## config.mk

```make
export PLATFORM = sky130hd
export DESIGN_NAME = dkong_dn_loader
export DESIGN_NICKNAME = d
export VERILOG_FILES = /design/src/rtl/dkong_dn_pkg.sv /design/src/rtl/dkong_dn_csum.sv /design/src/rtl/dkong_dn_loader.sv
export SDC_FILE = /design/constraint.sdc
export NUM_CORES = 1
export LEC_CHECK = 0
export BUFFER_PORTS_ARGS = -buffer_cell sky130_fd_sc_hd__buf_2
export CAP_MARGIN = 30
export CORE_MARGIN = 2
export CORE_UTILIZATION = 30
export DETAILED_ROUTE_END_ITERATION = 10
export GPL_ROUTABILITY_DRIVEN = 0
export PLACE_DENSITY = 0.59
export SKIP_CTS_REPAIR_TIMING = 1
export SYNTH_ARGS = -nofsm -noshare
export SYNTH_HDL_FRONTEND = slang
export SYNTH_HIERARCHICAL = 1
export SYNTH_SLANG_ARGS = --single-unit
export TNS_END_PERCENT = 30
```

## constraint.sdc

```tcl
create_clock -name I_CLK_24576M -period 2.6 [get_ports I_CLK_24576M]
set_input_delay 0.52 -clock I_CLK_24576M [delete_from_list [all_inputs] [get_ports I_CLK_24576M]]
set_output_delay 0.52 -clock I_CLK_24576M [all_outputs]
set_load 0.02 [all_outputs]
```

## src/rtl/dkong_dn_pkg.sv

```systemverilog
`default_nettype none
// +----------------------------------------------------------------------+
// | dkong_dn_pkg                                                         |
// | Shared state encoding and default sizing for the ROM download loader |
// | Revision: 1.0                                                        |
// +----------------------------------------------------------------------+
package dkong_dn_pkg;

  typedef enum logic [1:0] {
    ST_IDLE = 2'd0,
    ST_LOAD = 2'd1,
    ST_HOLD = 2'd2,
    ST_DONE = 2'd3
  } dn_state_t;

  localparam int              DN_AW       = 19;
  localparam logic [DN_AW-1:0] DN_EXP_SIZE = 19'h40000;
  localparam int              DN_HOLD_CYC = 16;

endpackage
`default_nettype wire

```

## src/rtl/dkong_dn_csum.sv

```systemverilog
`default_nettype none
// +----------------------------------------------------------------------+
// | dkong_dn_csum                                                        |
// | 16-bit modulo byte-sum accumulator with clear and add-enable         |
// | Revision: 1.0                                                        |
// +----------------------------------------------------------------------+
module dkong_dn_csum
  import dkong_dn_pkg::*;
(
  input  logic        clk,
  input  logic        rst,
  input  logic        i_clr,
  input  logic        i_add,
  input  logic [7:0]  i_byte,
  output logic [15:0] o_sum
);

  logic [15:0] r_sum;

  always_ff @(posedge clk) begin
    if (rst || i_clr) begin
      r_sum <= 16'h0000;
    end else if (i_add) begin
      r_sum <= r_sum + {8'h00, i_byte};
    end
  end

  assign o_sum = r_sum;

endmodule
`default_nettype wire

```

## src/rtl/dkong_dn_loader.sv

```systemverilog
`default_nettype none
// +----------------------------------------------------------------------+
// | dkong_dn_loader                                                      |
// | Framed byte stream to dpram write port; holds core reset while      |
// | loading. Optional checksum: define DKONG_DN_CSUM_EN.                 |
// | Revision: 1.0                                                        |
// +----------------------------------------------------------------------+
module dkong_dn_loader
  import dkong_dn_pkg::*;
#(
  parameter int          AW       = DN_AW,
  parameter logic [AW-1:0] EXP_SIZE = AW'(DN_EXP_SIZE),
  parameter int          WR_GAP   = 0,
  parameter int          HOLD_CYC = DN_HOLD_CYC,
  parameter logic [15:0] EXP_CSUM = 16'h0000
)(
  input  logic          I_CLK_24576M,
  input  logic          I_RST,
  input  logic          I_DL_ACT,
  input  logic [7:0]    I_DL_D,
  input  logic          I_DL_VALID,
  output logic          O_DL_READY,
  output logic [AW-1:0] O_DN_ADDR,
  output logic [7:0]    O_DN_DATA,
  output logic          O_DN_WR,
  output logic          O_CORE_RESETn,
  output logic          O_DONE,
  output logic          O_ERR,
  output logic [15:0]   O_CSUM
);

  dn_state_t     r_state, w_state_nxt;
  logic          r_act_d;
  logic [AW-1:0] r_cnt, r_addr;
  logic [7:0]    r_data;
  logic          r_wr, r_ovf, r_err, r_done, r_rstn;
  logic [15:0]   r_gap, r_hold;
  logic [15:0]   w_sum;
  logic          w_act_rise, w_act_fall, w_ready, w_accept, w_room, w_wr_en;
  logic          w_hold_last, w_err_now;

  assign w_act_rise  = I_DL_ACT & ~r_act_d;
  assign w_act_fall  = ~I_DL_ACT & r_act_d;
  assign w_ready     = (r_state == ST_LOAD) && (r_gap == 16'd0);
  assign w_accept    = I_DL_VALID & w_ready;
  assign w_room      = (r_cnt < EXP_SIZE);
  assign w_wr_en     = w_accept & w_room;
  assign w_hold_last = (32'(r_hold) + 32'd1) >= 32'(HOLD_CYC);

`ifdef DKONG_DN_CSUM_EN
  dkong_dn_csum u_csum (
    .clk    (I_CLK_24576M),
    .rst    (I_RST),
    .i_clr  (w_act_rise),
    .i_add  (w_wr_en),
    .i_byte (I_DL_D),
    .o_sum  (w_sum)
  );
  assign w_err_now = (r_cnt != EXP_SIZE) | r_ovf | (w_sum != EXP_CSUM);
`else
  logic w_unused_csum;
  assign w_unused_csum = ^EXP_CSUM;
  assign w_sum         = 16'h0000;
  assign w_err_now     = (r_cnt != EXP_SIZE) | r_ovf;
`endif

  always_ff @(posedge I_CLK_24576M) begin
    if (I_RST) r_state <= ST_IDLE;
    else       r_state <= w_state_nxt;
  end

  // A rising frame edge restarts the load from any state.
  always_comb begin
    w_state_nxt = r_state;
    if (w_act_rise) begin
      w_state_nxt = ST_LOAD;
    end else begin
      case (r_state)
        ST_LOAD: if (w_act_fall)  w_state_nxt = ST_HOLD;
        ST_HOLD: if (w_hold_last) w_state_nxt = ST_DONE;
        default: w_state_nxt = r_state;
      endcase
    end
  end

  always_ff @(posedge I_CLK_24576M) begin
    if (I_RST) begin
      r_act_d <= I_DL_ACT;
      r_cnt   <= '0;
      r_addr  <= '0;
      r_data  <= 8'h00;
      r_wr    <= 1'b0;
      r_ovf   <= 1'b0;
      r_err   <= 1'b0;
      r_done  <= 1'b0;
      r_rstn  <= 1'b0;
      r_gap   <= 16'd0;
      r_hold  <= 16'd0;
    end else begin
      r_act_d <= I_DL_ACT;
      r_wr    <= 1'b0;
      if (w_act_rise) begin
        r_cnt  <= '0;
        r_ovf  <= 1'b0;
        r_err  <= 1'b0;
        r_done <= 1'b0;
        r_rstn <= 1'b0;
        r_gap  <= 16'd0;
        r_hold <= 16'd0;
      end else begin
        if (w_accept) begin
          r_gap <= 16'(WR_GAP);
          if (w_room) begin
            r_wr   <= 1'b1;
            r_addr <= r_cnt;
            r_data <= I_DL_D;
            r_cnt  <= r_cnt + 1'b1;
          end else begin
            r_ovf <= 1'b1;
          end
        end else if (r_gap != 16'd0) begin
          r_gap <= r_gap - 16'd1;
        end
        // The count is final by the first HOLD cycle, so latching every cycle is stable.
        if (r_state == ST_HOLD) begin
          r_err  <= w_err_now;
          r_hold <= r_hold + 16'd1;
          if (w_hold_last) begin
            r_rstn <= 1'b1;
            r_done <= 1'b1;
          end
        end
      end
    end
  end

  assign O_DL_READY    = w_ready;
  assign O_DN_ADDR     = r_addr;
  assign O_DN_DATA     = r_data;
  assign O_DN_WR       = r_wr;
  assign O_CORE_RESETn = r_rstn;
  assign O_DONE        = r_done;
  assign O_ERR         = r_err;
  assign O_CSUM        = w_sum;

endmodule
`default_nettype wire

```

==> metrics.md <==
| Metric | Value |
|---|---|
| Status | complete, but fails checks |
| Failing checks | negative setup slack |
| Cell area power density | 777 mW/mm^2 |
| Ys Warns | 6 |
| Critical path peak fanout | 5 |
| Worst R2R Setup Slack | 0.13 ns |
| Slew Limit Fails | 0 |
| Vias in the first global route | 2966 |
| Crit-path cells | or4_4, or3_4, nor3_4, and3b_2, buf_6 |
| Reg2reg start | r_gap[8] |
| Post-synth top area cell | dfxtp_1 |
| WL final | 7.93 mm |
| Top Ports | 60 |
| Grt ovf | 0 |
| DIE WIDTH | 117 um |
| Worst hold path type | in2reg |
| Clock transition at path regs | 0.06 ns |
| Synth cell count leaders | dfxtp_1, nand2_1, nor2_1 |
| Ys flop type | dfxtp_1 |
| ANT cells | 0 |
| First-pass GRT wire length | 13.8 mm |
| Synth top area cells | dfxtp_1, nand2_1, nor2_1 |
| Setup violators final | 1 |
| Worst r2r path cells | 8 |
| Register bit total from synthesis | 85 |
| Post-placement cell area | 0.00425 mm^2 |
| Number of failing hold endpoints at the final stage | 0 |
| Number of flops mapped to enable cells by yosys | 0 |
| R2r endpoint | r_cnt[17] |
| Port bufs | 43 |
| Worst vdd ir | 0.546 mV |
| Syn Inst Count | 462 |
| Clock skew | 0.00748 ns |
| Post-layout min period | 2.70 ns |
| Vias | 3195 |
| Req. time, crit path | 2.08 ns |
| Avg Cell Area, Syn | 8.35 um^2 |
| RSZ-0062 raised after global routing | yes |
| Cell area after layout | 0.00460 mm^2 |
| Die area | 0.0138 mm^2 |
| Hold depth | 1 |
| FFs w/ async S/R, synth | 0% |
| Fmax | 370 MHz |
| 1st-pass router iterations | 5 |
| CTS tree | done |
| Skew-Pair Late Insertion Delay | 0.34 ns |
| Area delta synth->final | 19.3% |
| Crit path DAT | 2.18 ns |
| Initial DRC count | 171 |
| Synthesized area | 0.00386 mm^2 |
| CP Launch Type | register |
| Distinct cell type count after synthesis | 42 |
| Fillers | 1282 |
| Leak | 1.78 nW |
| Routed vias/inst | 4.62 |
| Ratio of cells with drive above 1 in the final layout | 17.7% |
| Antenna-violating nets left | 0 |
| Initial Utilization | 30.7% |
| Core Rows | 41 |
| CTS Buf Count | 9 |
| Initial antenna violation count | 0 |
| Crit-path max cell delay | 0.52 ns |
| Max-Cap Viols | 0 |
| Final worst-path cycle share | 104% |
| Worst Path Class, Setup | reg2out |
| Htree depth | 3 |
| Post-synth top area share | 44.1% |
| Dpl hpwl | 5.66 mm |
| Hold endpoint | r_act_d |
| WL per Instance | 11.5 um |
| GRT Total Usage | 12.0% |
| Post-route DRC violation count | 0 |
| Area taken by multi-input logic gates | 0.00197 mm^2 |
| Most frequent cell after synthesis | dfxtp_1 |
| Register area share after synthesis | 44.1% |
| Root Buffer | clkbuf_16 |
| CP endpoint kind | output port |
| CTS Buffer Depth | 2 |
| Largest net degree at the start of global routing | 31 |
| FF/Latch Area | 0.00171 mm^2 |
| Final Util | 36.6% |
| Total Nets Final | 534 |
| Clock Sinks | 85 |
| Hold Startpoint | I_DL_ACT |
| Core outline area | 0.0126 mm^2 |
| Die height | 117 um |
| Critical-path top delay cell | or4_4 |
| Setup WS post-layout | -0.101 ns |
[cells by family after synthesis]
kind of cell	after synthesis	synth area share, %
and+or+nand+nor	231	29.6
DFF	85	44.1
AOI/OAI and AO/OA	49	7.07
buffers and inverters	44	6.49
xor gates and xnor gates	42	9.54
adders and majority gates	7	2.27
muxes	3	0.811
other	1	0.0972
[worst max-delay path: cells and delay by family, from the launching register on]
| family | cells | cell delay [ns] |
|---|---|---|
| buf+inv | 1 | 0.12 |
| flops | 1 | 0.34 |
| simple gates | 4 | 1.39 |
[routing by layer]
layer | GRT usage, % | vias up | routed length, um
li1 | - | 1649 | -
met1 | 15.8 | 1467 | 3810
met2 | 18.1 | 69 | 3560
met3 | 4.62 | 10 | 423
met4 | 3.84 | 0 | 131
met5 | 0 | - | 0
[placed cells by master (no fill, tap or decap), types with 3 or more instances in the layout]
master / instances
a31oi_1: 3
nor4_1: 12
a21oi_1: 32
nand3b_1: 3
or3_1: 7
and4_1: 5
conb_1: 16
xnor2_1: 17
nand4_1: 7
nand2_1: 73
nand3_1: 26
ha_1: 7
dfxtp_1: 82
clkbuf_16: 9
o21ai_0: 5
buf_2: 42
nor3_1: 13
nor2b_1: 3
inv_1: 8
a211oi_1: 4
and3_1: 6
xor2_1: 25
buf_4: 18
nor2_1: 59
[final cells by class]
| cell class | count | share of cell area, % |
|---|---|---|
| repair buffers | 63 | 8.43 |
| clock buffers | 11 | 5.49 |
| inverters | 8 | 0.653 |
| multi-input cells | 348 | 42.9 |
| clock inverters | 5 | 0.734 |
| flip-flops and latches | 85 | 37.1 |
| well taps | 172 | 4.68 |
[sequential cells by signal (all words and copies together), names as in the netlist]
signal,flops
r_cnt,19
r_gap,16
O_DN_WR,1
O_ERR,1
r_hold,16
O_CORE_RESETn,1
O_DN_DATA,8
r_act_d,1
r_state,2
r_ovf,1
O_DN_ADDR,19
[where the power goes]
group          total [mW]  switching, mW  internal [mW]
clock                1.21          0.508          0.699
combinational       0.919          0.499          0.419
sequential           1.45         0.0664           1.39
total                3.58           1.07           2.50
[through the flow]
step / hold WS (ns) / cells / setup slack, ns / power [mW] / TNS [ns]
after floorplan: 0.439 / 477 / 0.227 / 2.13 / 0
after global placement: 0.439 / 671 / 0.0970 / 2.24 / 0
after detailed placement: 0.444 / 671 / 0.0435 / 2.27 / 0
after CTS: 0.313 / 687 / -0.329 / 3.50 / -0.329
after global routing: 0.316 / 692 / -0.184 / 3.80 / -0.187
final: 0.328 / 692 / -0.101 / 3.58 / -0.101
[how the worst max path moves through the flow]
stage	startpoint	end	slack [ns]	cells past startpoint
after floorplan	r_gap[7]	O_DL_READY	0.23	5
after global placement	r_gap[7]	O_DL_READY	0.1	5
after detailed placement	r_gap[7]	O_DL_READY	0.04	5
after CTS	r_gap[7]	O_DL_READY	-0.33	5
after global routing	r_gap[8]	O_DL_READY	-0.18	5
final	r_gap[8]	O_DL_READY	-0.10	5
No activity file was read; power rests on OpenSTA's default activity.
